$ cat src/rtl/alu_arbiter_if.sv
// Requester-side bus of the ALU arbiter: per-requester request and response
// handshakes plus the shared registered result.
interface alu_arbiter_if #(
    parameter int WIDTH = 32,
    parameter int NREQ  = 2
);
    logic [NREQ-1:0]       req_valid;
    logic [NREQ-1:0]       req_ready;
    logic [NREQ*WIDTH-1:0] req_a;
    logic [NREQ*WIDTH-1:0] req_b;
    logic [NREQ*4-1:0]     req_ctrl;
    logic [NREQ-1:0]       resp_valid;
    logic [NREQ-1:0]       resp_ready;
    logic [WIDTH-1:0]      resp_out;
    logic [3:0]            resp_flags;
    logic                  resp_err;

    modport master (
        output req_valid, req_a, req_b, req_ctrl, resp_ready,
        input  req_ready, resp_valid, resp_out, resp_flags, resp_err
    );

    modport slave (
        input  req_valid, req_a, req_b, req_ctrl, resp_ready,
        output req_ready, resp_valid, resp_out, resp_flags, resp_err
    );
endinterface

$ cat src/rtl/alu_arbiter.sv
// Round-robin arbiter sharing one combinational ALU between NREQ requesters;
// operands are registered into the ALU and results registered back to the winner.
module alu_arbiter #(
    parameter int WIDTH = 32,
    parameter int NREQ  = 2,
    parameter int IDW   = 3
) (
    input  logic             clk,
    input  logic             reset,
    alu_arbiter_if.slave     bus,
    output logic             busy,
    output logic [IDW-1:0]   owner,
    output logic [WIDTH-1:0] alu_a,
    output logic [WIDTH-1:0] alu_b,
    output logic [3:0]       alu_ctrl,
    input  logic [WIDTH-1:0] alu_out,
    input  logic             alu_zero,
    input  logic             alu_negative,
    input  logic             alu_carry,
    input  logic             alu_overflow
);
    typedef enum logic [1:0] {IDLE, EXEC, RESP} state_t;
    localparam logic [3:0] LAST_LEGAL_OP = 4'b1100;

    state_t           state;
    logic [IDW-1:0]   ptr;
    logic             found;
    logic [IDW-1:0]   sel;
    logic [WIDTH-1:0] sel_a;
    logic [WIDTH-1:0] sel_b;
    logic [3:0]       sel_ctrl;
    logic             owner_ready;
    logic [IDW-1:0]   next_ptr;

    // First valid requester at or after ptr, wrapping modulo NREQ.
    always_comb begin
        // NOTE: every signal written here gets a default first so no latch is inferred.
        found = 1'b0;
        sel   = '0;
        for (int k = 0; k < NREQ; k++) begin
            for (int i = 0; i < NREQ; i++) begin
                if (!found && bus.req_valid[i] &&
                    ((int'(ptr) + k == i) || (int'(ptr) + k == i + NREQ))) begin
                    found = 1'b1;
                    sel   = IDW'(i);
                end
            end
        end
    end

    always_comb begin
        sel_a          = '0;
        sel_b          = '0;
        sel_ctrl       = '0;
        owner_ready    = 1'b0;
        bus.req_ready  = '0;
        bus.resp_valid = '0;
        for (int i = 0; i < NREQ; i++) begin
            if (int'(sel) == i) begin
                sel_a    = bus.req_a[i*WIDTH +: WIDTH];
                sel_b    = bus.req_b[i*WIDTH +: WIDTH];
                sel_ctrl = bus.req_ctrl[i*4 +: 4];
            end
            if (int'(owner) == i) begin
                owner_ready = bus.resp_ready[i];
            end
            bus.req_ready[i]  = (state == IDLE) && found && !reset && (int'(sel) == i);
            bus.resp_valid[i] = (state == RESP) && (int'(owner) == i);
        end
    end

    assign next_ptr = (int'(owner) == NREQ - 1) ? '0 : owner + 1'b1;
    assign busy     = (state != IDLE);

    // NOTE: sequential state uses non-blocking assignments only.
    always_ff @(posedge clk) begin
        if (reset) begin
            state          <= IDLE;
            ptr            <= '0;
            owner          <= '0;
            alu_a          <= '0;
            alu_b          <= '0;
            alu_ctrl       <= 4'b0000;
            bus.resp_out   <= '0;
            bus.resp_flags <= '0;
            bus.resp_err   <= 1'b0;
        end else begin
            case (state)
                IDLE: begin
                    if (found) begin
                        owner <= sel;
                        if (sel_ctrl <= LAST_LEGAL_OP) begin
                            alu_a    <= sel_a;
                            alu_b    <= sel_b;
                            alu_ctrl <= sel_ctrl;
                            state    <= EXEC;
                        end else begin
                            // Illegal op bypasses the ALU and leaves its inputs untouched.
                            bus.resp_out   <= '0;
                            bus.resp_flags <= '0;
                            bus.resp_err   <= 1'b1;
                            state          <= RESP;
                        end
                    end
                end
                EXEC: begin
                    bus.resp_out   <= alu_out;
                    bus.resp_flags <= {alu_overflow, alu_carry, alu_negative, alu_zero};
                    bus.resp_err   <= 1'b0;
                    state          <= RESP;
                end
                RESP: begin
                    if (owner_ready) begin
                        ptr   <= next_ptr;
                        state <= IDLE;
                    end
                end
                default: state <= IDLE;
            endcase
        end
    end
endmodule

$ cat src/flat_wrapper.sv
// flat-port wrapper written by rule: the top's interface ports become plain ports
module alu_arbiter_flat 
#(
    parameter int WIDTH = 32,
    parameter int NREQ  = 2,
    parameter int IDW   = 3
)
  (clk, reset, busy, owner, alu_a, alu_b, alu_ctrl, alu_out, alu_zero, alu_negative, alu_carry, alu_overflow, bus_req_valid, bus_req_a, bus_req_b, bus_req_ctrl, bus_resp_ready, bus_req_ready, bus_resp_valid, bus_resp_out, bus_resp_flags, bus_resp_err);
  alu_arbiter_if #(.WIDTH(WIDTH), .NREQ(NREQ)) bus_i ();
  input  logic clk;
  input  logic reset;
  output logic busy;
  output logic [IDW-1:0] owner;
  output logic [WIDTH-1:0] alu_a;
  output logic [WIDTH-1:0] alu_b;
  output logic [3:0] alu_ctrl;
  input  logic [WIDTH-1:0] alu_out;
  input  logic alu_zero;
  input  logic alu_negative;
  input  logic alu_carry;
  input  logic alu_overflow;
  input wire logic [$bits(bus_i.req_valid)-1:0] bus_req_valid;
  input wire logic [$bits(bus_i.req_a)-1:0] bus_req_a;
  input wire logic [$bits(bus_i.req_b)-1:0] bus_req_b;
  input wire logic [$bits(bus_i.req_ctrl)-1:0] bus_req_ctrl;
  input wire logic [$bits(bus_i.resp_ready)-1:0] bus_resp_ready;
  output wire logic [$bits(bus_i.req_ready)-1:0] bus_req_ready;
  output wire logic [$bits(bus_i.resp_valid)-1:0] bus_resp_valid;
  output wire logic [$bits(bus_i.resp_out)-1:0] bus_resp_out;
  output wire logic [$bits(bus_i.resp_flags)-1:0] bus_resp_flags;
  output wire logic [$bits(bus_i.resp_err)-1:0] bus_resp_err;
  assign bus_i.req_valid = bus_req_valid;
  assign bus_i.req_a = bus_req_a;
  assign bus_i.req_b = bus_req_b;
  assign bus_i.req_ctrl = bus_req_ctrl;
  assign bus_i.resp_ready = bus_resp_ready;
  assign bus_req_ready = bus_i.req_ready;
  assign bus_resp_valid = bus_i.resp_valid;
  assign bus_resp_out = bus_i.resp_out;
  assign bus_resp_flags = bus_i.resp_flags;
  assign bus_resp_err = bus_i.resp_err;
  alu_arbiter #(.WIDTH(WIDTH), .NREQ(NREQ), .IDW(IDW)) u_core (.clk(clk), .reset(reset), .bus(bus_i), .busy(busy), .owner(owner), .alu_a(alu_a), .alu_b(alu_b), .alu_ctrl(alu_ctrl), .alu_out(alu_out), .alu_zero(alu_zero), .alu_negative(alu_negative), .alu_carry(alu_carry), .alu_overflow(alu_overflow));
endmodule
$ cat config.mk
export PLATFORM = sky130hd
export DESIGN_NAME = alu_arbiter_flat
export DESIGN_NICKNAME = d
export VERILOG_FILES = /design/src/rtl/alu_arbiter_if.sv /design/src/rtl/alu_arbiter.sv /design/src/flat_wrapper.sv
export SDC_FILE = /design/constraint.sdc
export NUM_CORES = 1
export LEC_CHECK = 0
export ABC_CLOCK_PERIOD_IN_PS = 1500
export CAP_MARGIN = 20
export CORE_MARGIN = 1.5
export CORE_UTILIZATION = 35
export CTS_CLUSTER_SIZE = 14
export DETAILED_ROUTE_END_ITERATION = 10
export PLACE_DENSITY = 0.77
export SLEW_MARGIN = 25
export SYNTH_ARGS = -nofsm -noshare
export SYNTH_HDL_FRONTEND = slang
export SYNTH_SLANG_ARGS = --single-unit
$ cat constraint.sdc
create_clock -name clk -period 1.5 [get_ports clk]
set_clock_uncertainty 0.1 [all_clocks]
set_input_delay 0.3 -clock clk [delete_from_list [all_inputs] [get_ports clk]]
set_output_delay 0.3 -clock clk [all_outputs]
set_load 0.05 [all_outputs]
==> out/metrics.yaml <==
cells_and_area:
  drive_gt1_frac: 0.3082
  fin_area_um2: 10620
  insertedDiodeCount: 0
  syn_to_final_growth_pct: 106.3
  nets: 1075
  final_cell_mix: "nand2_1, clkdlybuf4s50_1, buf_12, dfxtp_1, a31oi_1"
  layout_commonest_cell: "nand2_1"
critical_path:
  critPathMaxFanout: 7
  cp_top_family: "simple AND/OR/NAND/NOR gates"
  critPathBufInv: 4
  reg2reg_from: "u_core.state[0]$_SDFFE_PP0P_"
  crit_path_end_kind: "flip-flop"
  rrSetupSlack_ns: -0.43
  start_kind: "flip-flop"
  rr_worst_depth: 8
  slowest_delay_ns: 0.33
  criticalPathCategory: "reg -> reg"
  cpMaxStageDelayCell: "dfxtp_2"
  worstPathRequired_ns: 1.63
  arrival_ns: 2.06
  path_cells: "or2_4 > buf_4 > buf_6 > nor2_4 > and3_4 > buf_6 > clkbuf_16 > a311oi_2"
  cp.depth: 8
  worst_path_most_repeated_cell: "buf_6"
  r2r_end: "u_core.alu_b[7]$_SDFFE_PP0P_"
global_route:
  gr-total-overflow: 0
  antenna_found_initial: 0
  grt_use_total: 0.2496
  grt_pass1_wl_um: 31240
  grt_start_max_net_pins: 53
  first_global_vias: 5772
clocking:
  cts_buffer_depth: 2
  cts.clk_slew.worst_paths_ns: 0.07
  clockRootBuffer: "clkbuf_16"
  holdBufCountCts: 0
  cts_sinks: 109
  clk_latency_ns: 0.35
  cts_tree: "built"
  cts_buffers: 9
  htree_num_levels: 3
detailed_routing:
  dr.pass1.iters: 5
  wirelength_um: 21080
  via_per_inst: 5.458
  vias: 5927
  drtIter0Drc: 423
  wl_per_cell_um: 19.41
  drc: 0
  ant_nets: 0
synth:
  yosysUniqueCellTypes: 38
  synth-edff-count: 0
  ys_seq_area_frac: 0.4241
  synth_warnings: 0
  synth_ff_type: "dfxtp_1"
  synthTopCellsByArea: "dfxtp_1, nand2_1, a311oi_2"
  syn_area_um2: 5145
  syn_inst: 594
  yosysTopAreaCell: "dfxtp_1"
  avgSynthCellArea_um2: 8.662
  async_flop_share: 0
  synth_top_area_share: 0.4241
  synth_seq_cells: 109
placed_design:
  dp_hpwl_um: 13300
  dpl_worst_slack_ns: -0.6610
  port-buffer-count: 288
  dpl_cell_area_um2: 9503
  place.gp.congestion: 0.8157
die:
  die_y_um: 124.2
  initial_core_util: 0.3567
  rows: 44
  fp.coreArea_um2: 14420
  dieArea_um2: 15440
  boundaryPins: 291
  die_x_um: 124.2
timing:
  drv_slew: 0
  min_period_ns: 1.931
  rsz0062_at_grt: "true"
  fin_ws_ns: -0.4312
  holdWs_ns: 0.1675
  fmax_mhz: 517.8
  hold_viol_final: 0
  setup_viol: 112
  finalCritPeriodShare: 1.287
flow_run:
  drv_cap: 0
hold_path:
  min_delay_path_depth: 2
  min_from: "reset"
  worstHoldEndpoint: "u_core.owner[0]$_SDFFE_PP0N_"
  hold_path_class: "in -> reg"
outcome:
  violations: "setup timing"
  run_status: "finished with violations"
power:
  ir_drop_mv: 0.5924
  p_total_mw: 11.79
  leakagePower_nw: 4.053
  power.density_nw_per_um2: 1110
[registers in the layout, indices dropped and copies added, names as in the netlist]
register and flops:
u_core.bus.resp_err 1, u_core.state 2, u_core.bus.resp_out 32, u_core.alu_b 32, u_core.owner 1, u_core.alu_a 32, u_core.bus.resp_flags 4, u_core.alu_ctrl 4
u_core.ptr 1
[cell type report]
cell class              count  area (um^2)
clock inverters             4        32.53
flip-flops and latches    109         2185
fillers                  1010         3809
clock buffers              12        256.5
multi-input cells         415         2825
repair buffers            360         5079
inverters                   2        7.507
well taps                 184        230.2
[worst max-delay path by stage]
stage                                            start                              endpoint  slack [ns]
final                     u_core.state[0]$_SDFFE_PP0P_          u_core.alu_b[7]$_SDFFE_PP0P_       -0.43
after global routing      u_core.state[0]$_SDFFE_PP0P_         u_core.alu_b[25]$_SDFFE_PP0P_       -0.48
after CTS                 u_core.state[0]$_SDFFE_PP0P_                      bus_req_ready[0]       -0.47
after detailed placement               bus_req_ctrl[6]         u_core.alu_a[25]$_SDFFE_PP0P_       -0.66
after global placement                 bus_req_ctrl[6]  u_core.bus.resp_out[11]$_SDFFE_PP0P_       -0.59
after floorplan           u_core.state[0]$_SDFFE_PP0P_                      bus_req_ready[0]       -0.23
[where the power goes]
part / internal, mW / switching [mW]
combinational: 2.94 / 2.80
clock: 1.23 / 1.14
sequential: 3.27 / 0.420
total: 7.43 / 4.36
[Yosys cell counts (4+ instances only)]
| cell | n |
|---|---|
| a311oi_1 | 26 |
| nand2_1 | 175 |
| a311oi_2 | 40 |
| dfxtp_1 | 109 |
| o21ai_0 | 35 |
| buf_2 | 17 |
| buf_6 | 5 |
| a31oi_1 | 66 |
| nor2_1 | 4 |
| clkbuf_1 | 37 |
| buf_4 | 7 |
| nand3b_1 | 37 |
[stage by stage]
| stage | TNS [ns] | util | cells |
|---|---|---|---|
| floorplan | -3.994 | - | 595 |
| global placement | -61.33 | 0.6588 | 1034 |
| detailed placement | -66.30 | 0.6588 | 1034 |
| CTS | -30.75 | 0.6931 | 1059 |
| global route | -45.89 | 0.7359 | 1086 |
| finish | -39.76 | 0.7359 | 1086 |
[cell families after synthesis]
group	Yosys count	synth area share
other	1	0.0007289
AO/OA/AOI/OAI	179	0.2943
buffers and inverters	71	0.06858
AND/OR/NAND/NOR	231	0.2065
flip-flops	109	0.4241
multiplexers	3	0.005837
[what timing repair did]
item                       CTS  global route
resized for setup           17            49
setup endpoints to repair  112           113
cloned                       4            12
setup buffers                5            17
pin swaps                    1            34
[layer usage]
metal | GRT usage | share of wire
met1 | 0.3098 | 0.40
met2 | 0.4118 | 0.50
met3 | 0.06595 | 0.068
met4 | 0.09872 | 0.034
met5 | 0 | 0
(Power assumes the default switching activity.)
==> RTL change: new RTL, same flow settings <==
Encoding of `state_t`: now one-hot (3 bits for 3 states).
--- a/src/rtl/alu_arbiter.sv
+++ b/src/rtl/alu_arbiter.sv
@@ -19,7 +19,7 @@
     input  logic             alu_carry,
     input  logic             alu_overflow
 );
-    typedef enum logic [1:0] {IDLE, EXEC, RESP} state_t;
+    typedef enum logic [2:0] {IDLE = 3'b001, EXEC = 3'b010, RESP = 3'b100} state_t;
     localparam logic [3:0] LAST_LEGAL_OP = 4'b1100;
 
     state_t           state;
Formal check against the unedited RTL: no difference found for any inputs over 4 cycles, from zero or initial values and one cycle with reset high; so few cycles prove little.
==> RTL change against the original RTL <==
- the run still ends with setup timing left
- sequential power down 5%
- global-route usage down 3.5 points
- cell area up 1.4%
- total power down 9.9%
- wire length down 11%
- area after synthesis up 9.1%
- worst setup slack worse by 260 ps
- sequential cell count up 1
- highest routed layer unchanged
==> RTL change: results (changes against the original RTL) <==
stage,metric,value,unit,change
sta,timing.final.ws_setup,-694,ps,was -431 ps
setup_path,cp-startpoint,u_core.state[1]$_SDFFE_PP0P_,,was u_core.state[0]$_SDFFE_PP0P_
logic_synthesis,synth_mux_area_frac,0.123,,was 0.00584
logic_synthesis,synth_xor_area_frac,0,,unchanged
layout,fill_cells,1233,,"was 1,010"
logic_synthesis,ys_types,29,,was 38
layout,reg_top3,"u_core.alu_a x32, u_core.alu_b x32, u_core.bus.resp_out x32",,unchanged
setup_path,timing.rr.end,u_core.alu_ctrl[2]$_SDFFE_PP0P_,,was u_core.alu_b[7]$_SDFFE_PP0P_
placed_design,dp_hpwl,13200,µm,"was 13,300 µm"
cts,insertion_delay,350,ps,about the same
setup_path,reg2reg_depth,6,,was 8
grt,antenna_found_initial,0,,unchanged
cts,root_buffer,clkbuf_16,,unchanged
cts,htreeDepth,3,,unchanged
layout,drive_gt1_frac,0.237,,was 0.308
cts,clk_pin_slew,80,ps,
drt,drtPass1Iterations,4,,was 5
run_status,violations,setup timing,,unchanged
cts,clock_path_buffers,2,,unchanged
logic_synthesis,ys.warnings.count,0,,unchanged
grt,grt_pass1_vias,5265,,"was 5,772"
setup_path,worstPathArrival,1790,ps,was 2060 ps
setup_path,critPathMaxFanout,3,,was 7
run_status,outcome,"finished, violations left",,unchanged
logic_synthesis,synth-main-ff-cell,dfxtp_1,,unchanged
placed_design,gp_congestion,0.821,,was 0.816
power_and_ir_drop,ir_drop,0.582,mV,was 0.592 mV
setup_path,r2r_slack,-590,ps,was -430 ps
power_and_ir_drop,p_leak,4.65,nW,was 4.05 nW
cts,numCtsBuffers,9,,unchanged
placed_design,place_area,10000,µm²,was 9500 µm²
layout,num_antenna_cells,0,,unchanged
logic_synthesis,seq_area_frac_synth,0.392,,was 0.424
sta,setup_violations,112,,unchanged
grt,grt_pass1_wl,27900,µm,"was 31,200 µm"
power_and_ir_drop,swShare,0.337,,was 0.370
drt,vias_per_cell,5.00,,was 5.46
grt,grt_use_total,0.214,,was 0.250
logic_synthesis,synthAdderAreaFrac,0,,unchanged
grt,grt_max_degree,65,,was 53
logic_synthesis,ys_top_cells_by_count,"dfxtp_1, mux2i_1, a21boi_0, nand2b_1, o21bai_1",,"was nand2_1, dfxtp_1, a31oi_1"
logic_synthesis,synth.area.top_cells,"dfxtp_1, mux2i_1, a21boi_0",,"was dfxtp_1, nand2_1, a311oi_2"
layout,nets,1060,,"was 1,075"
placed_design,port_buffers,288,,unchanged
drt,wire_per_inst,17.0,µm,was 19.4 µm
drt,drtIter0Drc,212,,was 423
logic_synthesis,synth-compound-area-share,0.260,,was 0.294
setup_path,endpoint,bus_req_ready[0],,was u_core.alu_b[7]$_SDFFE_PP0P_
-- RTL change: per-stage QoR --
step / std cells / TNS [ps] / power, mW / util / setup slack (ps)
floorplan: 593 / -58760 / 5.52 / - / -687
global placement: 1070 / -73570 / 7.61 / 0.636 / -748
detailed placement: 1070 / -75160 / 7.65 / 0.636 / -778
CTS: 1098 / -49240 / 10.6 / 0.675 / -725
global route: 1103 / -53320 / 11.1 / 0.683 / -752
finish: 1103 / -48130 / 10.6 / 0.683 / -694
-- RTL change: cell families (layout without fill, tap and decap cells) --
group	after synthesis	after routing
AOI/OAI and AO/OA	184	184
buffers and inverters	69	363
DFF	110	110
muxes	69	69
other	1	2
and+or+nand+nor	159	159
-- RTL change: worst min-delay path by stage --
stage,startpoint,endpoint,slack [ps],depth (start not counted)
6_report,reset,u_core.alu_b[7]$_SDFFE_PP0P_,310,3
5_1_grt,reset,u_core.alu_b[6]$_SDFFE_PP0P_,340,3
4_1_cts,reset,u_core.alu_b[7]$_SDFFE_PP0P_,310,3
3_5_place_dp,u_core.bus.resp_err$_SDFFE_PP0P_,u_core.bus.resp_err$_SDFFE_PP0P_,390,2
3_3_place_gp,u_core.bus.resp_err$_SDFFE_PP0P_,u_core.bus.resp_err$_SDFFE_PP0P_,380,2
2_1_floorplan,alu_zero,u_core.bus.resp_flags[0]$_SDFFE_PP0P_,320,1
-- RTL change: repair_timing --
action / 4_1_cts / 5_1_grt
cloned: 7 / 3
endpoints found under the setup margin: 112 / 115
hold endpoints to repair: 0 / 0
buffers inserted: 5 / 4
pin swaps: 2 / 4
resized for setup: 23 / 17
-- RTL change: final cells by class --
| cell class | count | area share |
|---|---|---|
| flip-flops and latches | 110 | 0.205 |
| clock buffers | 9 | 0.0209 |
| clock inverters | 7 | 0.00755 |
| repair buffers | 344 | 0.441 |
| inverters | 3 | 0.00105 |
| multi-input cells | 414 | 0.300 |
| well taps | 216 | 0.0251 |
-- RTL change: routing by layer --
| metal | share of wire | GRT usage | wire (µm) |
|---|---|---|---|
| met1 | 0.41 | 0.255 | 7750 |
| met5 | 0 | 0 | 0 |
| met4 | 0.023 | 0.0882 | 433 |
| met2 | 0.50 | 0.370 | 9390 |
| met3 | 0.062 | 0.0516 | 1160 |
-- RTL change: power groups by stage --
stage                     clock [mW]  sequential [mW]  combinational [mW]
after global placement             0             3.57                4.04
final                           2.48             3.52                4.62
after CTS                       2.56             3.52                4.51
after global routing            2.67             3.55                4.83
after floorplan                    0             4.37                1.15
after detailed placement           0             3.58                4.07
-- RTL change: critical path, cell delays in order, from the launching register on --
cell and delay (ps):
dfxtp_2 320, or3b_4 390, or2_4 240, buf_6 130, nor3b_4 200, buf_12 160
